[src/rtl/apb_arbiter.sv]
`default_nettype none
// +----------------------------------------------------------------------------+
// | Module      : apb_arbiter                                                  |
// | Description : Two-master round-robin APB requester with ACCESS timeout.    |
// | Revision    : 1.0                                                          |
// +----------------------------------------------------------------------------+
module apb_arbiter #(
   parameter int unsigned ADDR_WIDTH = 32,
   parameter int unsigned DATA_WIDTH = 32,
   parameter int unsigned TIMEOUT    = 255
) (
   input  logic                  pclk,
   input  logic                  presetn,
   input  logic                  m0_req,
   input  logic                  m1_req,
   input  logic [ADDR_WIDTH-1:0] m0_addr,
   input  logic [ADDR_WIDTH-1:0] m1_addr,
   input  logic [DATA_WIDTH-1:0] m0_wdata,
   input  logic [DATA_WIDTH-1:0] m1_wdata,
   input  logic                  m0_write,
   input  logic                  m1_write,
   input  logic [3:0]            m0_stb,
   input  logic [3:0]            m1_stb,
   output logic                  m0_done,
   output logic                  m1_done,
   output logic [DATA_WIDTH-1:0] m0_rdata,
   output logic [DATA_WIDTH-1:0] m1_rdata,
   output logic                  m0_err,
   output logic                  m1_err,
   output logic [ADDR_WIDTH-1:0] paddr,
   output logic [DATA_WIDTH-1:0] pdata,
   output logic                  pwrite,
   output logic [3:0]            pstb,
   output logic                  psel,
   output logic                  penable,
   input  logic [DATA_WIDTH-1:0] prdata,
   input  logic                  pready,
   input  logic                  perr
);

   localparam logic [1:0] ST_IDLE   = 2'd0;
   localparam logic [1:0] ST_SETUP  = 2'd1;
   localparam logic [1:0] ST_ACCESS = 2'd2;
   localparam logic [1:0] ST_RESP   = 2'd3;

   localparam int unsigned    CNT_W = (TIMEOUT < 1) ? 1 : $clog2(TIMEOUT + 1);
   localparam logic [CNT_W:0] C_TMO = (CNT_W + 1)'(TIMEOUT);

   logic [1:0]            state_q, state_d;
   logic                  grant_q, grant_d;
   logic                  last_grant_q, last_grant_d;
   logic [ADDR_WIDTH-1:0] paddr_q, paddr_d;
   logic [DATA_WIDTH-1:0] pdata_q, pdata_d;
   logic                  pwrite_q, pwrite_d;
   logic [3:0]            pstb_q, pstb_d;
   logic                  psel_q, psel_d;
   logic                  penable_q, penable_d;
   logic                  done0_q, done0_d, done1_q, done1_d;
   logic [DATA_WIDTH-1:0] rdata0_q, rdata0_d, rdata1_q, rdata1_d;
   logic                  err0_q, err0_d, err1_q, err1_d;
   logic [CNT_W-1:0]      cnt_q, cnt_d;

   logic [CNT_W:0]        w_cnt_inc;
   logic                  w_tmo_hit;
   logic                  w_finish;
   logic [DATA_WIDTH-1:0] w_rdata;
   logic                  w_err;

   assign w_cnt_inc = {1'b0, cnt_q} + {{CNT_W{1'b0}}, 1'b1};
   // Timeout fires on the ACCESS cycle that would bring the count to TIMEOUT
   assign w_tmo_hit = (TIMEOUT != 0) && (w_cnt_inc >= C_TMO);

   always_comb begin
      state_d      = state_q;
      grant_d      = grant_q;
      last_grant_d = last_grant_q;
      paddr_d      = paddr_q;
      pdata_d      = pdata_q;
      pwrite_d     = pwrite_q;
      pstb_d       = pstb_q;
      psel_d       = psel_q;
      penable_d    = penable_q;
      done0_d      = 1'b0;
      done1_d      = 1'b0;
      rdata0_d     = rdata0_q;
      rdata1_d     = rdata1_q;
      err0_d       = err0_q;
      err1_d       = err1_q;
      cnt_d        = cnt_q;
      w_finish     = 1'b0;
      w_rdata      = '0;
      w_err        = 1'b0;

      case (state_q)
         ST_IDLE: begin
            if (m0_req || m1_req) begin
               grant_d  = m1_req & (~m0_req | ~last_grant_q);
               paddr_d  = grant_d ? m1_addr  : m0_addr;
               pdata_d  = grant_d ? m1_wdata : m0_wdata;
               pwrite_d = grant_d ? m1_write : m0_write;
               pstb_d   = grant_d ? m1_stb   : m0_stb;
               psel_d   = 1'b1;
               cnt_d    = '0;
               state_d  = ST_SETUP;
            end
         end
         ST_SETUP: begin
            penable_d = 1'b1;
            state_d   = ST_ACCESS;
         end
         ST_ACCESS: begin
            // A real completion always beats a coincident timeout
            if (pready || perr) begin
               w_finish = 1'b1;
               w_err    = perr;
               w_rdata  = (perr || pwrite_q) ? '0 : prdata;
            end else if (w_tmo_hit) begin
               w_finish = 1'b1;
               w_err    = 1'b1;
            end else if (!(&cnt_q)) begin
               cnt_d = w_cnt_inc[CNT_W-1:0];
            end
            if (w_finish) begin
               psel_d    = 1'b0;
               penable_d = 1'b0;
               state_d   = ST_RESP;
               if (grant_q) begin
                  done1_d  = 1'b1;
                  rdata1_d = w_rdata;
                  err1_d   = w_err;
               end else begin
                  done0_d  = 1'b1;
                  rdata0_d = w_rdata;
                  err0_d   = w_err;
               end
            end
         end
         ST_RESP: begin
            last_grant_d = grant_q;
            state_d      = ST_IDLE;
         end
         default: state_d = ST_IDLE;
      endcase
   end

   always_ff @(posedge pclk or negedge presetn) begin
      if (!presetn) begin
         state_q      <= ST_IDLE;
         grant_q      <= 1'b0;
         last_grant_q <= 1'b1;
         paddr_q      <= '0;
         pdata_q      <= '0;
         pwrite_q     <= 1'b0;
         pstb_q       <= '0;
         psel_q       <= 1'b0;
         penable_q    <= 1'b0;
         done0_q      <= 1'b0;
         done1_q      <= 1'b0;
         rdata0_q     <= '0;
         rdata1_q     <= '0;
         err0_q       <= 1'b0;
         err1_q       <= 1'b0;
         cnt_q        <= '0;
      end else begin
         state_q      <= state_d;
         grant_q      <= grant_d;
         last_grant_q <= last_grant_d;
         paddr_q      <= paddr_d;
         pdata_q      <= pdata_d;
         pwrite_q     <= pwrite_d;
         pstb_q       <= pstb_d;
         psel_q       <= psel_d;
         penable_q    <= penable_d;
         done0_q      <= done0_d;
         done1_q      <= done1_d;
         rdata0_q     <= rdata0_d;
         rdata1_q     <= rdata1_d;
         err0_q       <= err0_d;
         err1_q       <= err1_d;
         cnt_q        <= cnt_d;
      end
   end

   assign paddr    = paddr_q;
   assign pdata    = pdata_q;
   assign pwrite   = pwrite_q;
   assign pstb     = pstb_q;
   assign psel     = psel_q;
   assign penable  = penable_q;
   assign m0_done  = done0_q;
   assign m1_done  = done1_q;
   assign m0_rdata = rdata0_q;
   assign m1_rdata = rdata1_q;
   assign m0_err   = err0_q;
   assign m1_err   = err1_q;

endmodule
`default_nettype wire

[config.mk]
export PLATFORM = sky130hd
export DESIGN_NAME = apb_arbiter
export DESIGN_NICKNAME = d
export VERILOG_FILES = /design/src/rtl/apb_arbiter.sv
export SDC_FILE = /design/constraint.sdc
export NUM_CORES = 1
export LEC_CHECK = 0
export ABC_AREA = 1
export ABC_CLOCK_PERIOD_IN_PS = 2570
export CORE_MARGIN = 2
export CORE_UTILIZATION = 40
export CTS_CLUSTER_DIAMETER = 60
export DETAILED_ROUTE_END_ITERATION = 7
export DONT_BUFFER_PORTS = 1
export PLACE_DENSITY = 0.57
export SLEW_MARGIN = 20
export SYNTH_ARGS = -nofsm -noshare
export SYNTH_HDL_FRONTEND = slang
export SYNTH_SLANG_ARGS = --single-unit
export TNS_END_PERCENT = 100
[constraint.sdc]
create_clock -name pclk -period 2.57 [get_ports pclk]
set_clock_uncertainty 0.05 [all_clocks]
set_input_delay 0.257 -clock pclk [delete_from_list [all_inputs] [get_ports pclk]]
set_output_delay 0.257 -clock pclk [all_outputs]
set_load 0.03 [all_outputs]
Yosys cells after proc, flatten, opt, wreduce, memory -nomap -nowiden
Cells that the tools add are included.

storage, ports and cells
  register bits = 151
  output and inout port bits = 139
  word-level logic and storage cells = 73
  input bits = 176

operators by class
  $lt $le $gt $ge = 1
  equal/unequal tests = 8
  mux-type cells = 28
  reduce and logical (&&, ||, !) cells = 14
  bitwise logic cells = 5
  $add $sub $neg = 1

operators with widths
  operator                                                                              number
  32-bit 2-to-1 mux                                                                     4
  8-bit 2-to-1 mux                                                                      4
  8-bit case mux with 2 select lines                                                    1
  1-bit 2-to-1 mux                                                                      13
  2-bit != test (second input constant)                                                 5
  8-bit by 1-bit adder with 9-bit output (second input constant)                        1
  9-bit by 8-bit greater-or-equal comparator with 1-bit output (second input constant)  1
  3-bit AND reduction                                                                   3
  2-bit case mux with 4 select lines                                                    1
  8-bit AND reduction                                                                   1
  2-bit AND reduction                                                                   3
  5-bit AND reduction                                                                   1
  2-bit equality test (second input constant)                                           2
  2-bit 2-to-1 mux                                                                      2
  4-bit 2-to-1 mux                                                                      1
  1-bit case mux with 2 select lines                                                    2
  2-bit nonzero test                                                                    2
  1-bit logical OR                                                                      3
  1-bit inverter                                                                        3
  2-bit by 1-bit equality test with 1-bit output (second input constant)                1
  2-bit zero test                                                                       1
  1-bit AND                                                                             1
  1-bit OR                                                                              1

Logic depth before layout (Yosys ltp)
Gate-level depths: netlist (run 1).

  word-level depth = 7
  mapped depth = 14
  mapped depth without buffers = 13

Least setup slack after synthesis (run 1)
OpenSTA, ideal clock, no wires.

  path type = register to register
  from = reg cnt_q[0]
  to = reg rdata1_q[25], in the netlist m1_rdata[25]
  setup slack = 0.648 ns
  library setup time = 0.132 ns
  path buffers = 2
  cell stages (with the launch flop) = 13
  arrival = 1.740 ns
  required time = 2.388 ns
  period minus slack after synthesis = 1.922 ns
  cells stage by stage = dfrtp_1 inv_1 ha_1 o21bai_1 nand3_1 nor2_1 nand3_2 nand2_2 nand3_2 buf_6 buf_6 nand2_1 o21ai_0

on the way
  cells in the longest elaborated chain, start to end = 6

RTL lines
  element                                                       line  source
  start, declared                                               61    logic [CNT_W-1:0] cnt_q, cnt_d;
  start signal, assigned                                        180   cnt_q <= cnt_d;
  8-bit by 1-bit adder with 9-bit output                        69    assign w_cnt_inc = {1'b0, cnt_q} + {{CNT_W{1'b0}}, 1'b1};
  9-bit by 8-bit greater-or-equal comparator with 1-bit output  71    assign w_tmo_hit = (TIMEOUT != 0) && (w_cnt_inc >= C_TMO);
  1-bit 2-to-1 mux                                              117   end else if (w_tmo_hit) begin
  1-bit 2-to-1 mux                                              113   if (pready || perr) begin
  1-bit 2-to-1 mux                                              94    case (state_q)
  3-bit AND reduction (no line)                                 -
  end signal, assigned                                          177   rdata1_q <= rdata1_d;
  end, declared                                                 59    logic [DATA_WIDTH-1:0] rdata0_q, rdata0_d, rdata1_q, rdata1_d;

Every way passes these cells. The select of a mux whose other input is x is not followed.
A chain may end at the register's enable or synchronous reset.

Worst setup path in the final report (run 1)
  from = reg state_q[0]
  to = reg paddr_q[12], in the netlist paddr[12]

on the way
  cells in the longest elaborated chain, start to end = 2

RTL lines
  element                        line  source
  start, declared                49    logic [1:0] state_q, state_d;
  start signal, assigned         165   state_q <= state_d;
  2-bit zero test                94
  2-bit AND reduction (no line)  -
  end signal, assigned           168   paddr_q <= paddr_d;
  end, declared                  52    logic [ADDR_WIDTH-1:0] paddr_q, paddr_d;

Every way passes these cells.

==> metrics.txt, run 1 <==
pin count of the biggest net entering global routing 152; initial antenna violation count 0; I/O pin total 315; Routability Congestion 0.835; # rows 47; Fin. Hold Viols 151; Slowest-stage cell, CP dlygate4sd3_1; Leakage 3.75 nW; Initial Utilization 40.5%; Max transition margin 51.3%; final core occ 51.3%; Netlist cell types 25; Via density 5.34; # DRC 0; post-synth top area cell dfrtp_1; post-synth top area share 56.4%; via count 5779; crit-path cells inv_1 > ha_1 > inv_1 > a21oi_4 > buf_12 > o21ai_0 > o21ai_0 > dlygate4sd3_1; DIE WIDTH 133 um; hold_buf cts 107; first-pass detailed-route iteration total 6; final wirelength 19300 um; commonest non-fill, non-tap cell in the layout nand2_1; Remaining Overflow, GRT 0; post-detail-place hpwl 12500 um; Slew @ Worst Pin 0.730 ns; setup bufs post-CTS 0; Hold/Removal Path Class input pin to async pin; Core Area 0.0164 mm2; R2R cell count 8; Flop pwr share 56.5%; layout cells sized above 1 8.92%; TritonCTS Buffers 17; VDD IR max 0.689 mV; CTS tree built; worst-path maximum fanout 71; Worst-path clk slew 0.06 ns; period utilization 90.9%; Sw Pwr 5.63 mW; Final Power 11.4 mW; register bit count reported by yosys 151; Ys Warns 0; CTS Root Cell clkbuf_16; Final setup viols 0; fin nets 1032; syn avg cell area 8.72 um2; Startpoint Class register; pwr/cell area 1360 mW/mm2; number of global-route vias before repair 5729; CP endpoint kind register; reg2reg end paddr[12]$_DFFE_PN0P_; post-synthesis instance area 0.00665 mm2; Pint 5.79 mW; RSZ-0062 raised after global routing false; all-layer global routing usage 21.6%; area post-placement 0.00677 mm2; failing checks hold timing; hold_ws -0.507 ns; Max-Cap Viols 0; Setup CP Type register to register; fin area 0.00842 mm2; filler cell count in the final layout 1471; Multi-input gate area 0.00254 mm2; Avg WL per Cell 17.8 um; Reg2Reg Setup Slack 0.23 ns; synthesized instance count 763; post-synthesis sequential area ratio 56.8%; input/output buffers 0; clock sinks 151; WP data arrival 2.64 ns; clk_lat worst skew 0.41 ns; Setup TNS 0 ns; required time worst endpoint 2.87 ns; Gate power share 22.7%; max-slew violation count 0; global-route wire length before repair 30200 um; Seq. cell area 0.00378 mm2; Crit Reg-Reg Startpoint state_q[0]$_DFFE_PN0P_; total die area 0.0177 mm2; Synth Net Count 945; fin crit period 2.34 ns; Initial DRC Count 309; Area contributors post-synth dfrtp_1, o21ai_0, nand2_1; Peak Freq 428 MHz; Sw Share 49.3%; post-route ant nets 0; Clock Power Share 20.8%; area grow syn2layout 26.6%; most frequent cells in the layout nand2_1, o21ai_0, dfrtp_1; CTS H-tree lvls 4; Die Height 133 um; ANT cells 0; CP startpoint state_q[0]$_DFFE_PN0P_; slowest stage delay, CP 0.58 ns; status complete, but fails checks; clock buffer depth 2
-- sequential cells by signal (all words and copies together), names as in the netlist, 2 cells and up --
name and cells:
paddr 32, m1_rdata 32, m0_rdata 32, pstb 4
pdata 32, cnt_q 8, state_q 2
-- repair_timing --
item | in CTS | in global routing
endpoints found under the hold margin | 272 | 151
gates resized for setup | 0 | 5
setup endpoints to repair | 0 | 7
-- area by class of cell --
type,count,share of cell area [%]
clock buffers,19,5.26
clock inverters,13,1.44
inverters,24,1.10
multi-input cells,542,30.2
flip-flops and latches,151,44.9
well taps,220,3.27
repair buffers,114,13.8
-- cell usage after synthesis, drive strengths merged --
| master | instances |
|---|---|
| nor3 | 4 |
| ha | 6 |
| o21ai | 205 |
| clkinv | 1 |
| nand2 | 212 |
| clkbuf | 35 |
| buf | 11 |
| dfstp | 1 |
| nand3 | 17 |
| o21bai | 2 |
| nand3b | 1 |
| nor2 | 87 |
| a21oi | 3 |
| xor2 | 1 |
| inv | 23 |
| dfrtp | 150 |
| nand4 | 2 |
| a21boi | 2 |
-- metrics by stage --
| step | instances | setup slack, ns |
|---|---|---|
| 2_1_floorplan | 763 | 0.648 |
| 3_3_place_gp | 944 | 0.531 |
| 3_5_place_dp | 944 | 0.462 |
| 4_1_cts | 1083 | 0.0273 |
| 5_1_grt | 1083 | 0.0372 |
| 6_report | 1083 | 0.233 |
-- power groups by stage --
| stage | Sequential [mW] | Combinational [mW] | Clock, mW |
|---|---|---|---|
| after floorplan | 6.08 | 1.90 | 0 |
| after global placement | 6.48 | 2.20 | 0 |
| after detailed placement | 6.50 | 2.33 | 0 |
| after CTS | 6.46 | 2.54 | 2.43 |
| after global routing | 6.55 | 3.00 | 2.53 |
| final | 6.45 | 2.59 | 2.38 |
-- metal layers --
metal | share of wire (%) | wire [um] | vias up | GRT usage (%)
met3 | 8.3 | 1600 | 24 | 6.59
met2 | 50 | 9690 | 305 | 36.5
met1 | 40 | 7650 | 2772 | 26.1
met4 | 1.9 | 358 | 0 | 8.30
met5 | 0 | 0 | - | 0
li1 | - | - | 2678 | -
-- worst max-delay path, delay by kind of cell, from the launching register on --
family,cells,cell delay [ns]
compound gates,3,0.51
flops,1,0.39
buf+inv,4,1.07
fa+ha+maj,1,0.22
-- how the worst max path moves through the flow --
stage | end | cells after the start
4_1_cts | paddr[30]$_DFFE_PN0P_ | 8
2_1_floorplan | m1_rdata[25]$_DFFE_PN0P_ | 12
5_1_grt | paddr[5]$_DFFE_PN0P_ | 8
6_report | paddr[12]$_DFFE_PN0P_ | 8
3_3_place_gp | cnt_q[0]$_DFFE_PN0P_ | 12
3_5_place_dp | cnt_q[6]$_DFFE_PN0P_ | 11
-- kinds of logic (layout without fill, tap and decap cells) --
family / Yosys count / in the layout / synth area share, %
fa+ha+maj: 6 / 6 / 1.13
xor+xnor: 1 / 1 / 0.132
flops: 151 / 151 / 56.8
simple gates: 323 / 323 / 19.2
compound gates: 212 / 212 / 17.6
buf+inv: 70 / 170 / 5.10
Note: power is estimated with default switching activity, not from simulation.
==> run 2, diff against run 1 <==
- CTS_CLUSTER_SIZE: default -> 16
==> results of run 2 <==
The final DEF is identical to that of run 1; final timing and power are the same.
